--- src/rtl/controle_cofre_pkg.sv ---
// Shared types and default constants for the safe controller.
package controle_cofre_pkg;

    localparam int MAX_TENTATIVAS_DEF = 3;
    localparam int T_ABERTO_DEF       = 8;
    localparam int T_BLOQUEIO_DEF     = 16;

    typedef enum logic [1:0] {
        IDLE      = 2'd0,
        AVALIA    = 2'd1,
        ABERTO    = 2'd2,
        BLOQUEADO = 2'd3
    } estado_t;

    // Comparator flags latched at the attempt edge.
    typedef struct packed {
        logic acerto;
        logic proximo;
        logic erro;
    } tentativa_t;

    typedef enum logic [1:0] {
        RES_ACERTO,
        RES_PROXIMO,
        RES_ERRO,
        RES_INCONSISTENTE
    } resultado_t;

    // Priority acerto > proximo > erro; anything contradictory is its own class
    // (treated as a failure by the FSM).
    function automatic resultado_t classifica(input tentativa_t t);
        if (t.acerto)                 return RES_ACERTO;
        else if (t.proximo && !t.erro) return RES_PROXIMO;
        else if (t.erro && !t.proximo) return RES_ERRO;
        else                           return RES_INCONSISTENTE;
    endfunction

endpackage

--- src/rtl/controle_cofre_if.sv ---
// Attempt/lock bus between the comparator side and the safe controller.
interface controle_cofre_if #(
    parameter int CW = 2
);
    logic          confirmar;
    logic          acerto;
    logic          proximo;
    logic          erro;
    logic          fechar;
    logic          destrava;
    logic          dica;
    logic          falha;
    logic          bloqueado;
    logic [CW-1:0] erros;

    modport master (
        output confirmar, acerto, proximo, erro, fechar,
        input  destrava, dica, falha, bloqueado, erros
    );

    modport slave (
        input  confirmar, acerto, proximo, erro, fechar,
        output destrava, dica, falha, bloqueado, erros
    );
endinterface

--- src/rtl/controle_cofre_temporizador.sv ---
// Loadable down-counter shared by the open and lockout intervals.
module temporizador_cofre #(
    parameter int W = 4
) (
    input  logic         clk,
    input  logic         rst_n,
    input  logic         load,
    input  logic [W-1:0] value,
    input  logic         en,
    output logic         zero
);
    logic [W-1:0] cnt;

    // Load has priority; counting stops at zero.
    always_ff @(posedge clk or negedge rst_n) begin
        if (!rst_n)                 cnt <= '0;
        else if (load)              cnt <= value;
        else if (en && cnt != '0)   cnt <= cnt - W'(1);
    end

    assign zero = (cnt == '0);
endmodule

--- src/rtl/controle_cofre.sv ---
// Safe access controller: attempt evaluation, failure count, open/lockout timing.
module controle_cofre
    import controle_cofre_pkg::*;
#(
    parameter int MAX_TENTATIVAS = MAX_TENTATIVAS_DEF,
    parameter int T_ABERTO       = T_ABERTO_DEF,
    parameter int T_BLOQUEIO     = T_BLOQUEIO_DEF,
    parameter int CW             = $clog2(MAX_TENTATIVAS + 1)
) (
    input  logic             clk,
    input  logic             rst_n,
    controle_cofre_if.slave  bus
);
    localparam int TMAX = (T_ABERTO > T_BLOQUEIO) ? T_ABERTO : T_BLOQUEIO;
    localparam int TW   = (TMAX > 1) ? $clog2(TMAX) : 1;

    estado_t       estado, estado_d;
    tentativa_t    cap;
    resultado_t    res;
    logic          confirmar_q, borda, cap_en;
    logic          destrava_q, destrava_d;
    logic          dica_q, dica_d;
    logic          falha_q, falha_d;
    logic          bloqueado_q, bloqueado_d;
    logic [CW-1:0] erros_q, erros_d, erros_inc;
    logic          t_load, t_en, t_zero;
    logic [TW-1:0] t_val;

    assign borda     = bus.confirmar && !confirmar_q;
    assign res       = classifica(cap);
    assign erros_inc = erros_q + CW'(1);

    temporizador_cofre #(.W(TW)) u_tmr (
        .clk   (clk),
        .rst_n (rst_n),
        .load  (t_load),
        .value (t_val),
        .en    (t_en),
        .zero  (t_zero)
    );

    // State, registered outputs, edge-detect history and flag capture.
    always_ff @(posedge clk or negedge rst_n) begin
        if (!rst_n) begin
            estado      <= IDLE;
            confirmar_q <= 1'b0;
            cap         <= '0;
            destrava_q  <= 1'b0;
            dica_q      <= 1'b0;
            falha_q     <= 1'b0;
            bloqueado_q <= 1'b0;
            erros_q     <= '0;
        end else begin
            estado      <= estado_d;
            confirmar_q <= bus.confirmar;
            if (cap_en) cap <= '{acerto: bus.acerto, proximo: bus.proximo, erro: bus.erro};
            destrava_q  <= destrava_d;
            dica_q      <= dica_d;
            falha_q     <= falha_d;
            bloqueado_q <= bloqueado_d;
            erros_q     <= erros_d;
        end
    end

    // Next state and next values of the registered outputs.
    always_comb begin
        estado_d    = estado;
        destrava_d  = destrava_q;
        dica_d      = dica_q;
        falha_d     = 1'b0;
        bloqueado_d = bloqueado_q;
        erros_d     = erros_q;
        cap_en      = 1'b0;
        t_load      = 1'b0;
        t_val       = '0;
        t_en        = 1'b0;
        unique case (estado)
            IDLE: begin
                if (borda) begin
                    cap_en   = 1'b1;
                    estado_d = AVALIA;
                end
            end
            AVALIA: begin
                if (res == RES_ACERTO) begin
                    estado_d   = ABERTO;
                    destrava_d = 1'b1;
                    erros_d    = '0;
                    dica_d     = 1'b0;
                    t_load     = 1'b1;
                    t_val      = TW'(T_ABERTO - 1);
                end else begin
                    falha_d = 1'b1;
                    dica_d  = cap.proximo;
                    erros_d = erros_inc;
                    if (erros_inc == CW'(MAX_TENTATIVAS)) begin
                        // Counter sits at the limit during lockout, cleared on exit.
                        estado_d    = BLOQUEADO;
                        bloqueado_d = 1'b1;
                        dica_d      = 1'b0;
                        t_load      = 1'b1;
                        t_val       = TW'(T_BLOQUEIO - 1);
                    end else begin
                        estado_d = IDLE;
                    end
                end
            end
            ABERTO: begin
                if (t_zero || bus.fechar) begin
                    destrava_d = 1'b0;
                    estado_d   = IDLE;
                end else begin
                    t_en = 1'b1;
                end
            end
            BLOQUEADO: begin
                if (t_zero) begin
                    bloqueado_d = 1'b0;
                    erros_d     = '0;
                    estado_d    = IDLE;
                end else begin
                    t_en = 1'b1;
                end
            end
            default: estado_d = IDLE;
        endcase
    end

    assign bus.destrava  = destrava_q;
    assign bus.dica      = dica_q;
    assign bus.falha     = falha_q;
    assign bus.bloqueado = bloqueado_q;
    assign bus.erros     = erros_q;
endmodule

--- src/flat_wrapper.sv ---
// flat-port wrapper written by rule: the top's interface ports become plain ports
module controle_cofre_flat import controle_cofre_pkg::*;
#(
    parameter int MAX_TENTATIVAS = MAX_TENTATIVAS_DEF,
    parameter int T_ABERTO       = T_ABERTO_DEF,
    parameter int T_BLOQUEIO     = T_BLOQUEIO_DEF,
    parameter int CW             = $clog2(MAX_TENTATIVAS + 1)
)
  (clk, rst_n, bus_confirmar, bus_acerto, bus_proximo, bus_erro, bus_fechar, bus_destrava, bus_dica, bus_falha, bus_bloqueado, bus_erros);
  controle_cofre_if #(.CW(CW)) bus_i ();
  input  logic clk;
  input  logic rst_n;
  input wire logic [$bits(bus_i.confirmar)-1:0] bus_confirmar;
  input wire logic [$bits(bus_i.acerto)-1:0] bus_acerto;
  input wire logic [$bits(bus_i.proximo)-1:0] bus_proximo;
  input wire logic [$bits(bus_i.erro)-1:0] bus_erro;
  input wire logic [$bits(bus_i.fechar)-1:0] bus_fechar;
  output wire logic [$bits(bus_i.destrava)-1:0] bus_destrava;
  output wire logic [$bits(bus_i.dica)-1:0] bus_dica;
  output wire logic [$bits(bus_i.falha)-1:0] bus_falha;
  output wire logic [$bits(bus_i.bloqueado)-1:0] bus_bloqueado;
  output wire logic [$bits(bus_i.erros)-1:0] bus_erros;
  assign bus_i.confirmar = bus_confirmar;
  assign bus_i.acerto = bus_acerto;
  assign bus_i.proximo = bus_proximo;
  assign bus_i.erro = bus_erro;
  assign bus_i.fechar = bus_fechar;
  assign bus_destrava = bus_i.destrava;
  assign bus_dica = bus_i.dica;
  assign bus_falha = bus_i.falha;
  assign bus_bloqueado = bus_i.bloqueado;
  assign bus_erros = bus_i.erros;
  controle_cofre #(.MAX_TENTATIVAS(MAX_TENTATIVAS), .T_ABERTO(T_ABERTO), .T_BLOQUEIO(T_BLOQUEIO), .CW(CW)) u_core (.clk(clk), .rst_n(rst_n), .bus(bus_i));
endmodule
--- config.mk ---
export PLATFORM = sky130hd
export DESIGN_NAME = controle_cofre_flat
export DESIGN_NICKNAME = d
export VERILOG_FILES = /design/src/rtl/controle_cofre_pkg.sv /design/src/rtl/controle_cofre_if.sv /design/src/rtl/controle_cofre_temporizador.sv /design/src/rtl/controle_cofre.sv /design/src/flat_wrapper.sv
export SDC_FILE = /design/constraint.sdc
export NUM_CORES = 1
export LEC_CHECK = 0
export BUFFER_PORTS_ARGS = -buffer_cell sky130_fd_sc_hd__buf_2
export CORE_MARGIN = 5
export CORE_UTILIZATION = 40
export CTS_CLUSTER_SIZE = 10
export DETAILED_ROUTE_END_ITERATION = 8
export GPL_TIMING_DRIVEN = 0
export PLACE_DENSITY = 0.71
export SYNTH_ARGS = -nofsm -noshare
export SYNTH_HDL_FRONTEND = slang
export SYNTH_SLANG_ARGS = --single-unit
--- constraint.sdc ---
create_clock -name clk -period 1.8 [get_ports clk]
set_input_delay 0.27 -clock clk [delete_from_list [all_inputs] [get_ports clk]]
set_output_delay 0.27 -clock clk [all_outputs]
set_load 0.02 [all_outputs]
=== Word level (Yosys, flattened, before mapping) ===
Index checks and enable logic that the tools add are counted.

* Register bits after elaboration: 16
* Input port bits: 7
* Output and inout bits: 6
* Word-level logic and storage cells: 77

* Add/sub/neg operators: 2
* Eq/ne operators: 10
* Multiplexer cells: 35
* Reductions and logical operators: 19

{| class="wikitable"
|+ Operators by type and width
! kind !! count
|-
| $mux W4 || 5
|-
| $mux W1 || 17
|-
| $mux W2 || 8
|-
| $ne A2 B1 Y1 const B || 5
|-
| $pmux W2 S4 || 1
|-
| $eq A2 B2 Y1 const B || 3
|-
| $pmux W1 S2 || 3
|-
| $reduce_and A3 Y1 || 2
|-
| $reduce_bool A2 Y1 || 3
|-
| $logic_and A1 B1 Y1 || 4
|-
| $logic_not A2 Y1 || 2
|-
| $logic_not A4 Y1 || 1
|-
| $pmux W2 S2 || 1
|-
| $reduce_and A4 Y1 || 1
|-
| $reduce_bool A4 Y1 || 1
|-
| $sub A4 B1 Y4 const B || 1
|-
| $logic_not A1 Y1 || 3
|-
| $add A2 B1 Y2 const B || 1
|-
| $eq A2 B1 Y1 const B || 1
|-
| $ne A2 B2 Y1 const B || 1
|-
| $reduce_and A2 Y1 || 1
|-
| $logic_or A1 B1 Y1 || 1
|}

=== Longest topological paths before layout ===
Gate-level depths: netlist (run 1).

* Depth after elaboration: 9
* Gate-level depth with buffers: 6
* Gate-level depth less buffers: 6

=== Hierarchy ===
From an unflattened synthesis (run 1), not the netlist that was laid out.

* Cells, all modules: 68
* Area, all modules: 754.5 µm²

{| class="wikitable"
|+ Modules (own cells, without submodules)
! module !! instances !! cells an instance !! area each (µm²) !! sequential area each (µm²)
|-
| controle_cofre || 1 || 41 || 484.2 || 275.3
|-
| temporizador_cofre || 1 || 27 || 270.3 || 100.1
|}

=== Worst setup path after synthesis (run 1) ===
Ideal clock, no wire load.

* Path kind: register to register
* From: reg u_core.u_tmr.cnt[0]
* To: reg u_core.estado[0]
* Library setup time: 0.125 ns
* Data arrival time: 1.458 ns
* Data required time: 1.675 ns
* Path slack: 0.217 ns
* Cell stages (with the launch flop): 7
* Buffers on the path: 0
* Clock period less this slack: 1.583 ns
* Cell sequence: dfrtp_1 inv_1 ha_1 or3b_4 o21ai_4 nand2_4 mux2_4

* Cells in the longest elaborated chain, start to end: 4
* Elaborated cells between the ends (all ways): 5
* Those cells by class: eq/ne (2); reduce/logical (3)

{| class="wikitable"
|+ RTL lines
! element !! RTL line !! text
|-
| start: declaration || controle_cofre_temporizador.sv:12 || <nowiki>logic [W-1:0] cnt;</nowiki>
|-
| start signal: assignment || controle_cofre_temporizador.sv:17 || <nowiki>else if (load) cnt <= value;</nowiki>
|-
| start signal: assignment || controle_cofre_temporizador.sv:18 || <nowiki>else if (en && cnt != '0) cnt <= cnt - W'(1);</nowiki>
|-
| $logic_not A4 Y1 (*) || controle_cofre_temporizador.sv:21 || <nowiki>assign zero = (cnt == '0);</nowiki>
|-
| $logic_or A1 B1 Y1 || controle_cofre.sv:109 || <nowiki>if (t_zero || bus.fechar) begin</nowiki>
|-
| $ne A2 B1 Y1 (no source line) || - ||
|-
| $reduce_and A3 Y1 (no source line) (*) || - ||
|-
| end signal: assignment || controle_cofre.sv:54 || <nowiki>estado <= estado_d;</nowiki>
|-
| end: declaration || controle_cofre.sv:17 || <nowiki>estado_t estado, estado_d;</nowiki>
|}

Every way passes the cells marked *; elsewhere a longest branch is shown, timed or not.
A chain may end at the register's enable or synchronous reset.

=== Worst setup path after layout (run 1) ===
Same ends and word-level chain as after synthesis.

==> results.ini, run 1 <==
[clocking]
ctsLongestPathBuffers=2
cts_buffers=3
tritoncts=yes
cts.reportedPaths.clkPinSlew_ns=0.09
cts_sinks=15
cts-root-buf=clkbuf_4
clk_latency_ns=0.28
post_cts_buffers=0
cts-htree-levels=1

[route]
firstDrtPassIters=3
highest_layer=met4
routed-via-count=586
dr_wl_met3_um=54
wl_per_cell_um=12.2
dr.first_iter.drc_count=11
drt_wl_total_um=1440
drc=0
wl_met2_um=677
wl_met1_um=688
avgViaCountPerCell=4.97
ant_nets=0

[worst_setup_path]
cp_num_buf_inv=1
crit_path_max_fanout=4
worstPathArrival_ns=1.86
path_cells=inv_1 -> ha_1 -> or3b_4 -> o21ai_4 -> nand2_4 -> mux2_4
critPathTopFamily=simple AND/OR/NAND/NOR gates
startpoint=u_core.u_tmr.cnt[0]
cp_slowest_stage_delay_ns=0.42
cp-start-kind=flip-flop
rr_startpoint=u_core.u_tmr.cnt[0]
cp.required_ns=1.98
crit_type=reg2reg
cpMaxStageDelayCell=or3b_4
crit_path_end_kind=flip-flop

[timing]
hold_ws_ns=0.119
rsz0062_at_grt=false
fin_skew_ns=0.00589
worst_slew_pin_slew_ns=0.624
setup_viol=0
period_share_pct=93.6
min_period_ns=1.68
slew_headroom_pct=57.9
maxSlewViolCount=0
hold_violations=0
fin_tns_setup_ns=0
fmax_mhz=594

[die]
core_um2=1920
num_io_pins=13
die_w_um=54.5
dieHeight_um=54.5
die_area_um2=2970
std_cell_rows=16
initial_core_util_pct=41.3

[min_path]
hold_start=bus_confirmar
min_path_type=in2reg

[logic_synthesis]
syn_nets=88
ys_async_sr_fraction_pct=100
ys_top_cells_by_area=dfrtp_1 (47%), ha_1 (9.5%), o21ai_0 (4.4%)
yosysWarnings=0
synth_edf_count=0
post-synth-top-count-cell=dfrtp_1
ys_seq_area_share_pct=47.3
ys_types=27
syn-instance-count=75
synth-seq-cells=15
ys_top_cells_by_count=dfrtp_1 (15), inv_1 (8), nand2_1 (7), o21ai_0 (7), ha_1 (6)
synthesis.area_um2=793
synth.avg_cell_area_um2=10.6
synthFlopType=dfrtp_1
synth_top_area_cell=dfrtp_1
synth_top_area_share_pct=47.3

[global_route]
grt_max_degree=16
grt_pass1_vias=559
antenna_found_initial=0
grt_pass1_wl_um=2520
track_usage_pct=12.3
grt_overflow=0

[power_and_ir_drop]
p_per_area_nw_per_um2=1580
p_int_mw=0.860
net-switching-power_mw=0.589
power_frac_clock_pct=13.4
ir_drop_mv=0.831
leakagePower_nw=0.443
combPwrFrac_pct=47.8
p_total_mw=1.45
seqPwrFrac_pct=38.8
p_sw_share_pct=40.6

[final_layout]
fill_cells=189
multiInputGateArea_um2=383
drive_gt1_share_pct=24.2
nNetsFinal=105
diodes=0
synthToLayoutAreaGrowth_pct=15.8
regArea_um2=375

[outcome]
status=finished clean

[placed_design]
port_buffers=11
hpwlAfterDp_um=1080
gp_congestion=0.770

[flow_run]
max_cap_violations=0

[area by class of cell]
cell class	count	share of cell area, %
multi-input cells	51	41.7
flip-flops and latches	15	40.9
repair buffers	12	7.08
well taps	27	3.68
inverters	8	3.27
clock buffers	4	2.86
plain buffers	1	0.545
[power groups by stage]
stage	Clock, mW	Sequential, mW	Combinational (mW)
finish	0.194	0.562	0.693
floorplan	0	0.606	0.473
global placement	0	0.561	0.668
detailed placement	0	0.569	0.685
CTS	0.199	0.562	0.699
global route	0.218	0.585	0.786
[state kept, by name, summed over array words and instances, names as in the netlist]
signal and count:
u_core.confirmar_q 1, u_core.bus.dica 1, u_core.bus.destrava 1, u_core.bus.bloqueado 1
u_core.bus.falha 1, u_core.u_tmr.cnt 4, u_core.bus.erros 2, u_core.estado 2
u_core.cap 2
[per-stage QoR]
stage / utilization (%) / cell area [um^2] / worst slack [ns] / std cells
global route: 47.8 / 918 / 0.0488 / 118
CTS: 47.8 / 918 / 0.114 / 118
floorplan: - / 793 / 0.217 / 75
finish: 47.8 / 918 / 0.116 / 118
global placement: 45.9 / 882 / 0.146 / 113
detailed placement: 45.9 / 882 / 0.121 / 113
[worst register-to-register path, cell delays in order (launching register included)]
cell     delay (ns)
dfrtp_1        0.38
inv_1          0.09
ha_1           0.19
or3b_4         0.43
o21ai_4        0.11
nand2_4        0.08
mux2_4         0.30
[placed cells by master, fill, tap and decap left out, types with 3 or more instances in the layout]
cell and count:
clkbuf_4 3, ha_1 6, nand2_1 7, mux2_2 3
dfrtp_1 15, nor2_1 3, buf_2 12, inv_1 8
o211ai_1 4, o21ai_0 7
[cells by family (layout without fill, tap and decap cells)]
kind of cell | count (synthesis) | in the layout | share of synthesized area (%)
buffers and inverters | 9 | 25 | 4.42
multiplexers | 5 | 5 | 7.41
AO/OA/AOI/OAI | 16 | 16 | 13.4
adder cells (fa/ha/maj) | 6 | 6 | 9.46
XOR/XNOR | 3 | 3 | 3.31
flip-flops | 15 | 15 | 47.3
AND/OR/NAND/NOR | 21 | 21 | 14.7
[per-layer routing]
| metal | vias up | GRT usage [%] |
|---|---|---|
| met2 | 10 | 18.3 |
| met5 | - | 0 |
| met4 | 0 | 6.22 |
| li1 | 289 | - |
| met1 | 283 | 16.2 |
| met3 | 4 | 3.27 |
[worst paths after layout]
path | slack (ns) | depth (start not counted) | end
max in group asynchronous | 1.13 | 2 | u_core.confirmar_q
max | 0.12 | 6 | u_core.estado[0]
max reg2reg | 0.12 | 6 | u_core.estado[0]
min reg2reg | 0.50 | 1 | u_core.cap[1]
min in group asynchronous | 0.41 | 2 | u_core.estado[1]
min | 0.12 | 1 | u_core.confirmar_q
[what timing repair did]
action / in CTS / in global routing
gates resized for setup: 0 / 0
hold endpoints to repair: 15 / 0
hold buffers: 1 / 0
Power figures use the tool's default switching activity.
==> run 2: changes to the inputs <==
Settings changed: CORE_MARGIN 5 to 10, RECOVER_POWER set to 100.
==> run 2 against run 1 <==
Against the previous run:
- first-iteration DRC count increased by 55%
- final cell count unchanged
- sequential share of layout area increased by 0.45 points
- via count decreased by 1.9%
- worst hold slack improved by 0.010 ns
- largest cell class unchanged
==> results.ini, run 2 (same netlist as run 1, synthesis figures left out) <==
[clocking]
cts_sinks=15  ; unchanged
cts.reportedPaths.clkPinSlew_ns=0.09  ; about the same
cts-root-buf=clkbuf_4
post_cts_buffers=0  ; unchanged
cts_resized=0  ; unchanged
cts_buffers=3  ; unchanged
clk_latency_ns=0.28  ; about the same
cts-htree-levels=1  ; unchanged
hold_buffers=1  ; unchanged
ctsLongestPathBuffers=2  ; unchanged
tritoncts=yes

[global_route]
grt_max_degree=16  ; unchanged
antenna_found_initial=0  ; unchanged
grt_pass1_wl_um=2640  ; +4.9%
grt_overflow=0  ; unchanged
grt_pass1_vias=616  ; +10%
track_usage_pct=7.72  ; -4.6 points

[timing]
fin_ws_ns=0.115  ; -0.000941 ns
worst_slew_pin_slew_ns=0.807  ; +0.182 ns
hold_violations=0  ; unchanged
fin_tns_setup_ns=0  ; unchanged
period_share_pct=93.6  ; about the same
rsz0062_at_grt=false
setup_viol=0  ; unchanged
maxSlewViolCount=0  ; unchanged
fin_skew_ns=0.00127  ; -0.00462 ns
min_period_ns=1.69  ; +0.000941 ns
slew_headroom_pct=46.2  ; -12 points
fmax_mhz=593  ; about the same

[worst_setup_path]
worstPathArrival_ns=1.86  ; about the same
cp-start-kind=flip-flop
crit_path_max_fanout=4  ; unchanged
crit_type=reg2reg
cp.required_ns=1.98  ; about the same
crit_path_end_kind=flip-flop

[placed_design]
preCtsSetupSlack_ns=0.130  ; +0.00931 ns
dpl_cell_area_um2=882  ; unchanged
hpwlAfterDp_um=1120  ; +3.9%
place_inst=113  ; unchanged
gp_congestion=0.697  ; -9.4%
port_buffers=11  ; unchanged

[route]
dr.first_iter.drc_count=17  ; +6
routed-via-count=575  ; -1.9%
drt_wl_total_um=1500  ; +4.2%
wl_per_cell_um=12.7  ; +4.2%
drc=0  ; unchanged
firstDrtPassIters=4  ; +1
ant_nets=0  ; unchanged
avgViaCountPerCell=4.87  ; -1.9%

[power_and_ir_drop]
p_per_area_nw_per_um2=1570  ; -0.26%
ir_drop_mv=0.778  ; -6.4%
leakagePower_nw=0.419  ; -5.3%

[final_layout]
final_area_um2=908  ; -1.1%
drive_gt1_share_pct=15.4  ; -8.8 points
nNetsFinal=105  ; unchanged
diodes=0  ; unchanged
final_common_cell=dfrtp_1
layout_common_cells=dfrtp_1 (15), clkbuf_1 (9), inv_1 (8)
final-instance-count-excl-fill=118  ; unchanged
synthToLayoutAreaGrowth_pct=14.5
largest-register=u_core.u_tmr.cnt
largest_register_ffs=4  ; unchanged
fin_util_pct=47.3  ; -0.52 points
fill_cells=197  ; +4.2%

[outcome]
status=finished clean

[die]
std_cell_rows=16  ; unchanged
num_io_pins=13  ; unchanged
dieHeight_um=64.5  ; +18%
die_area_um2=4160  ; +40%
core_um2=1920  ; unchanged
die_w_um=64.5  ; +18%
initial_core_util_pct=41.3  ; unchanged

[flow_run]
max_cap_violations=0  ; unchanged

[min_path]
min_path_type=in2reg

run 2: worst max-delay path, cell delays in order (launching register included):
cell     delay (ns)
dfrtp_1        0.39
inv_1          0.09
ha_1           0.18
or3b_4         0.42
o21ai_4        0.11
nand2_4        0.08
mux2_4         0.30
run 2: worst paths after layout:
check	start	endpoint	slack, ns	cells past startpoint
worst max-delay path	u_core.u_tmr.cnt[0]	u_core.estado[0]	0.11	6
worst min-delay path	bus_confirmar	u_core.confirmar_q	0.13	1
worst max register to register	u_core.u_tmr.cnt[0]	u_core.estado[0]	0.11	6
worst min register to register	u_core.bus.destrava	u_core.bus.destrava	0.51	2
max in group asynchronous	rst_n	u_core.u_tmr.cnt[2]	0.71	2
min in group asynchronous	rst_n	u_core.estado[0]	0.59	2
run 2: per-layer routing:
| metal | up-vias | wire [um] | part of all wire, % | track usage, % |
|---|---|---|---|---|
| met2 | 12 | 715 | 48 | 12.4 |
| met3 | 4 | 40 | 2.7 | 2.06 |
| li1 | 290 | - | - | - |
| met4 | 0 | 18 | 1.2 | 3.74 |
| met5 | - | 0 | 0 | 0 |
| met1 | 269 | 726 | 48 | 9.29 |
run 2: power breakdown:
group | total (mW) | switching [mW] | internal (mW) | leakage (nW)
logic | 0.671 | 0.378 | 0.293 | 0.230
registers | 0.565 | 0.0977 | 0.468 | 0.174
clock network | 0.193 | 0.107 | 0.0861 | 0.0150
total | 1.43 | 0.583 | 0.846 | 0.419
run 2: metrics by stage:
stage               hold slack (ns)  power (mW)
floorplan                   -0.0256        1.08
global placement              0.191        1.24
detailed placement            0.195        1.25
CTS                           0.115        1.46
global route                  0.133        1.57
finish                        0.129        1.43
run 2: area by class of cell:
class,instances,area [um^2],share of cell area (%)
Multi-Input combinational cell,51,383,42.1
Sequential cell,15,375,41.3
Timing Repair Buffer,12,55.1,6.06
Tap cell,27,33.8,3.72
Inverter,8,30.0,3.31
Clock buffer,4,26.3,2.89
Buffer,1,5.00,0.551
